File: src/rtl/adam_pause_sequencer.sv
// adam_pause_sequencer
// Ordered pause/resume controller for the low-speed domain. Downstream
// targets are paused in ascending index order and released in descending
// order, one handshake at a time. A per-step monitor flags targets that
// take too long to answer. The sequencer keeps waiting after a timeout.
module adam_pause_sequencer #(
  parameter int NO_TGTS = 4,
  parameter int TIMEOUT = 255,
  localparam int IDX_W = (NO_TGTS > 1) ? $clog2(NO_TGTS) : 1
) (
  input  logic               clk,
  input  logic               rst,
  input  logic               pause_req,
  output logic               pause_ack,
  output logic [NO_TGTS-1:0] tgt_req,
  input  logic [NO_TGTS-1:0] tgt_ack,
  output logic               busy,
  output logic               err,
  output logic [IDX_W-1:0]   err_idx,
  input  logic               err_clr
);

  localparam int CNT_W = (TIMEOUT > 0) ? $clog2(TIMEOUT + 1) : 1;
  localparam logic [IDX_W-1:0] LAST_IDX = IDX_W'(NO_TGTS - 1);
  localparam logic [IDX_W-1:0] IDX_ZERO = IDX_W'(0);
  localparam logic [IDX_W-1:0] IDX_ONE  = IDX_W'(1);
  localparam logic [CNT_W-1:0] CNT_MAX  = CNT_W'(TIMEOUT);
  localparam logic [CNT_W-1:0] CNT_LAST = CNT_W'((TIMEOUT > 0) ? (TIMEOUT - 1) : 0);
  localparam logic [CNT_W-1:0] CNT_ONE  = CNT_W'(1);

  typedef enum logic [1:0] {
    ST_RUN      = 2'd0,
    ST_PAUSING  = 2'd1,
    ST_PAUSED   = 2'd2,
    ST_RESUMING = 2'd3
  } state_t;

  state_t             state_r;
  logic [IDX_W-1:0]   idx_r;
  logic [CNT_W-1:0]   cnt_r;
  logic               ack_cur_s;
  logic               step_done_s;
  logic               wait_s;
  logic               timeout_hit_s;

  // Request pattern with every target below index k asserted (thermometer code).
  function automatic logic [NO_TGTS-1:0] below_mask(input int k);
    logic [NO_TGTS-1:0] m;
    for (int j = 0; j < NO_TGTS; j++) begin
      m[j] = (j < k);
    end
    return m;
  endfunction

  // Decode whether the current step's awaited ack has arrived or is still pending.
  always_comb begin
    ack_cur_s     = tgt_ack[idx_r];
    step_done_s   = 1'b0;
    wait_s        = 1'b0;
    timeout_hit_s = 1'b0;
    case (state_r)
      ST_PAUSING: begin
        step_done_s = ack_cur_s;
        wait_s      = ~ack_cur_s;
      end
      ST_RESUMING: begin
        step_done_s = ~ack_cur_s;
        wait_s      = ack_cur_s;
      end
      default: begin
        step_done_s = 1'b0;
        wait_s      = 1'b0;
      end
    endcase
    if ((TIMEOUT > 0) && wait_s && (cnt_r == CNT_LAST)) begin
      timeout_hit_s = 1'b1;
    end else begin
      timeout_hit_s = 1'b0;
    end
  end

  // Sequencer: walks idx up while pausing and down while resuming; outputs are registered.
  always_ff @(posedge clk or posedge rst) begin
    if (rst) begin
      state_r   <= ST_PAUSED;
      idx_r     <= LAST_IDX;
      tgt_req   <= {NO_TGTS{1'b1}};
      pause_ack <= 1'b1;
      busy      <= 1'b0;
    end else begin
      case (state_r)
        ST_RUN: begin
          if (pause_req) begin
            state_r <= ST_PAUSING;
            idx_r   <= IDX_ZERO;
            tgt_req <= below_mask(1);
            busy    <= 1'b1;
          end
        end
        ST_PAUSING: begin
          if (step_done_s) begin
            if (!pause_req) begin
              // Reversal: release only what has been requested so far.
              state_r <= ST_RESUMING;
              tgt_req <= below_mask(int'(idx_r));
            end else if (idx_r == LAST_IDX) begin
              state_r   <= ST_PAUSED;
              tgt_req   <= {NO_TGTS{1'b1}};
              pause_ack <= 1'b1;
              busy      <= 1'b0;
            end else begin
              idx_r   <= idx_r + IDX_ONE;
              tgt_req <= below_mask(int'(idx_r) + 2);
            end
          end
        end
        ST_PAUSED: begin
          if (!pause_req) begin
            state_r <= ST_RESUMING;
            idx_r   <= LAST_IDX;
            tgt_req <= below_mask(NO_TGTS - 1);
            busy    <= 1'b1;
          end
        end
        ST_RESUMING: begin
          if (step_done_s) begin
            if (pause_req) begin
              // Reversal: re-request the target just released.
              state_r <= ST_PAUSING;
              tgt_req <= below_mask(int'(idx_r) + 1);
            end else if (idx_r == IDX_ZERO) begin
              state_r   <= ST_RUN;
              tgt_req   <= {NO_TGTS{1'b0}};
              pause_ack <= 1'b0;
              busy      <= 1'b0;
            end else begin
              idx_r   <= idx_r - IDX_ONE;
              tgt_req <= below_mask(int'(idx_r) - 1);
            end
          end
        end
        default: begin
          state_r   <= ST_PAUSED;
          idx_r     <= LAST_IDX;
          tgt_req   <= {NO_TGTS{1'b1}};
          pause_ack <= 1'b1;
          busy      <= 1'b0;
        end
      endcase
    end
  end

  // Step timer and sticky error capture; a new timeout beats a simultaneous clear.
  always_ff @(posedge clk or posedge rst) begin
    if (rst) begin
      cnt_r   <= {CNT_W{1'b0}};
      err     <= 1'b0;
      err_idx <= IDX_ZERO;
    end else begin
      if (wait_s) begin
        if (cnt_r != CNT_MAX) begin
          cnt_r <= cnt_r + CNT_ONE;
        end
      end else begin
        cnt_r <= {CNT_W{1'b0}};
      end
      if (timeout_hit_s) begin
        err <= 1'b1;
        if (!err || err_clr) begin
          err_idx <= idx_r;
        end
      end else if (err_clr) begin
        err     <= 1'b0;
        err_idx <= IDX_ZERO;
      end
    end
  end

endmodule

File: config.mk
export PLATFORM = sky130hd
export DESIGN_NAME = adam_pause_sequencer
export DESIGN_NICKNAME = d
export VERILOG_FILES = /design/src/rtl/adam_pause_sequencer.sv
export SDC_FILE = /design/constraint.sdc
export NUM_CORES = 1
export LEC_CHECK = 0
export CORE_ASPECT_RATIO = 0.5
export CORE_MARGIN = 1.5
export CORE_UTILIZATION = 45
export CTS_CLUSTER_DIAMETER = 30
export DETAILED_ROUTE_END_ITERATION = 7
export HOLD_SLACK_MARGIN = 0.05
export PLACE_DENSITY = 0.72
export SYNTH_ARGS = -nofsm -noshare
export SYNTH_HDL_FRONTEND = slang
export SYNTH_SLANG_ARGS = --single-unit
File: constraint.sdc
create_clock -name clk -period 7.2 [get_ports clk]
set_input_delay 1.44 -clock clk [delete_from_list [all_inputs] [get_ports clk]]
set_output_delay 1.44 -clock clk [all_outputs]
set_load 0.02 [all_outputs]
==> qor.yml <==
status: "finished clean"
antenna_found_initial: 0
slew_viol_final: 0
ioPinCount: 17
start_kind: "primary input"
intPower_uw: 391
post-dp-hpwl_mm: 1.97
synthTopCellsByCount: "dfrtp_1, inv_1, nor2_1"
final_antenna_net_count: 0
syn_to_final_growth_pct: 14.7
path_clk_slew_ns: 0.08
end_kind: "register"
cp_top_family: "multiplexers"
cts_hold_buf: 0
setup_tns_ns: 0
dieArea_um2: 3510
crit_type: "primary input to register"
min-delay-start: "tgt_req[3]"
min_to: "tgt_req[3]"
portBuffers: 16
leakage_nw: 0.690
hold_viol_final: 0
diodes: 0
core_um2: 3000
track_usage_pct: 18.0
hold_class: "register to register"
pwr-share-seq_pct: 31.5
dp.cells: 200
drt_iter0_drc: 16
async_flop_share_pct: 100
power_frac_clock_pct: 11.7
synth_edf_count: 0
worstReg2RegEnd: "state_r[0]"
synth_warnings: 0
r2r_cells: 5
die_h_um: 42.7
vdd_drop_max_mv: 0.222
worst_path_largest_cell_delay_ns: 0.58
grt_pass1_vias: 999
place_area_um2: 1580
finalSetupViolations: 0
crit_required_ns: 7.36
cts_buffer_depth: 2
dr.pass1.iters: 4
post_cts_buffers: 0
grt_pass1_wl_mm: 4.65
setup_slack_ns: 3.55
cpMostUsedCell: "mux2_4"
avgSynthCellArea_um2: 9.25
timing.rr.start: "idx_r[0]"
rsz0062_at_grt: "no"
insertion_delay_ns: 0.27
powerDensity_nw_per_um2: 424
cts_num_sinks: 21
netlist_top_cells_area: "dfrtp_1, dfstp_2, ha_1"
wl_per_cell_um: 13.5
gp_congestion: 0.775
crit_chain: "clkdlybuf4s50_1, mux4_2, mux2_4, or2_1, a311o_1, mux2_4"
finalCritPeriodShare_pct: 50.7
p_sw_share_pct: 43.1
die_width_um: 82.3
fin_crit_ns: 3.65
worstPathBufferInverterCount: 1
final_nets: 181
hold-path-cell-count: 2
vias: 1127
fmax_ghz: 0.274
stdcell_count: 204
cts_root_buf: "clkbuf_8"
cts_tree: "done"
ys_seq_elements: 21
ys_seq_area_share_pct: 37.8
utilization_pct: 54.2
rows: 14
totalWireLength_mm: 2.76
synth_top_cell_area_share_pct: 23.0
via_per_inst: 5.52
grt_max_degree: 22
worstPathArrival_ns: 3.81
cts_buffers: 3
cp_max_fo: 8
cp_slowest_cell: "mux4_2"
start_util_pct: 47.2
grt_remaining_overflow: 0
ys.flop_type: "dfrtp_1"
drive_above_1_share_pct: 12.2
tightestPinTransition_ns: 0.775
final_area_um2: 1620
netlist_area_um2: 1420
switching_power_uw: 297
dpl_worst_slack_ns: 3.26
r2r_slack_ns: 4.35
startpoint: "tgt_ack[3]"
slew_headroom_pct: 48.3
synth_fp_nets: 169
ys_types: 39
synth_cells: 153
synth_area_leader_cell: "dfrtp_1"
drcViolationCount: 0
fin_worst_skew_ns: 0.00339
cts_resized: 0
cts-htree-levels: 1
pwr-share-comb_pct: 56.8
maxCapViolations: 0
## worst reg2reg max path: stages, from the launching register on
cell     delay [ns]
dfstp_2        0.74
mux4_2         0.65
mux2_4         0.33
or2_1          0.34
a311o_1        0.36
mux2_4         0.32
## per-layer routing
| layer | global-route usage, % | vias to the layer above | routed length (µm) |
|---|---|---|---|
| met4 | 7.12 | 0 | 38 |
| met1 | 24.0 | 532 | 1300 |
| met2 | 27.3 | 26 | 1320 |
| met3 | 5.16 | 4 | 100 |
| met5 | 0 | - | 0 |
| li1 | - | 565 | - |
## cell type report
type	instances	area (µm²)
fillers	256	1370
multi-input cells	110	782
flip-flops and latches	21	536
repair buffers	16	160
well taps	40	50.0
inverters	13	48.8
clock buffers	3	41.3
clock inverters	1	5.00
## power by group through the flow
stage / clock network [mW] / logic [mW] / registers (mW)
4_1_cts: 0.0835 / 0.391 / 0.217
6_report: 0.0802 / 0.391 / 0.217
5_1_grt: 0.0892 / 0.434 / 0.223
2_1_floorplan: 0 / 0.320 / 0.210
3_3_place_gp: 0 / 0.383 / 0.220
3_5_place_dp: 0 / 0.389 / 0.219
## stage by stage
step | hold WS (ns) | total power [mW]
after floorplan | 0.500 | 0.530
after global placement | 0.461 | 0.602
after detailed placement | 0.457 | 0.608
after CTS | 0.473 | 0.692
after global routing | 0.504 | 0.746
final | 0.470 | 0.688
## flip-flops by register name, indices dropped and copies added (netlist names)
register and count:
cnt_r 8, state_r 2, tgt_req 4, err 1, busy 1, pause_ack 1, err_idx 2, idx_r 2
## layout by cell type (no fill, tap or decap), drive strengths merged, types with 3 or more instances in the layout
cell / n
clkdlybuf4s50: 16
inv: 13
dfrtp: 13
nor2: 12
nand2: 11
a21oi: 9
ha: 8
dfstp: 8
o21ai: 7
mux2: 7
mux2i: 6
nor3: 5
nand3: 5
a31oi: 4
a22o: 3
xnor2: 3
nand4: 3
clkbuf: 3
## how the worst max path moves through the flow
stage | endpoint | slack (ns) | depth (start not counted)
after floorplan | state_r[0] | 3.81 | 6
after global placement | state_r[0] | 3.33 | 6
after detailed placement | state_r[0] | 3.26 | 6
after CTS | state_r[0] | 3.54 | 6
after global routing | state_r[0] | 3.52 | 6
final | state_r[0] | 3.55 | 6
## logic make-up (layout without fill, tap and decap cells)
kind of cell	count (synthesis)	after routing	share of synthesized area, %
buffers and inverters	22	33	6.90
xor gates and xnor gates	5	5	3.10
AOI/OAI and AO/OA	36	36	16.4
DFF	21	21	37.8
and+or+nand+nor	46	46	15.7
adders and majority gates	9	9	7.78
muxes	14	14	12.2
No activity file was read; power rests on OpenSTA's default activity.
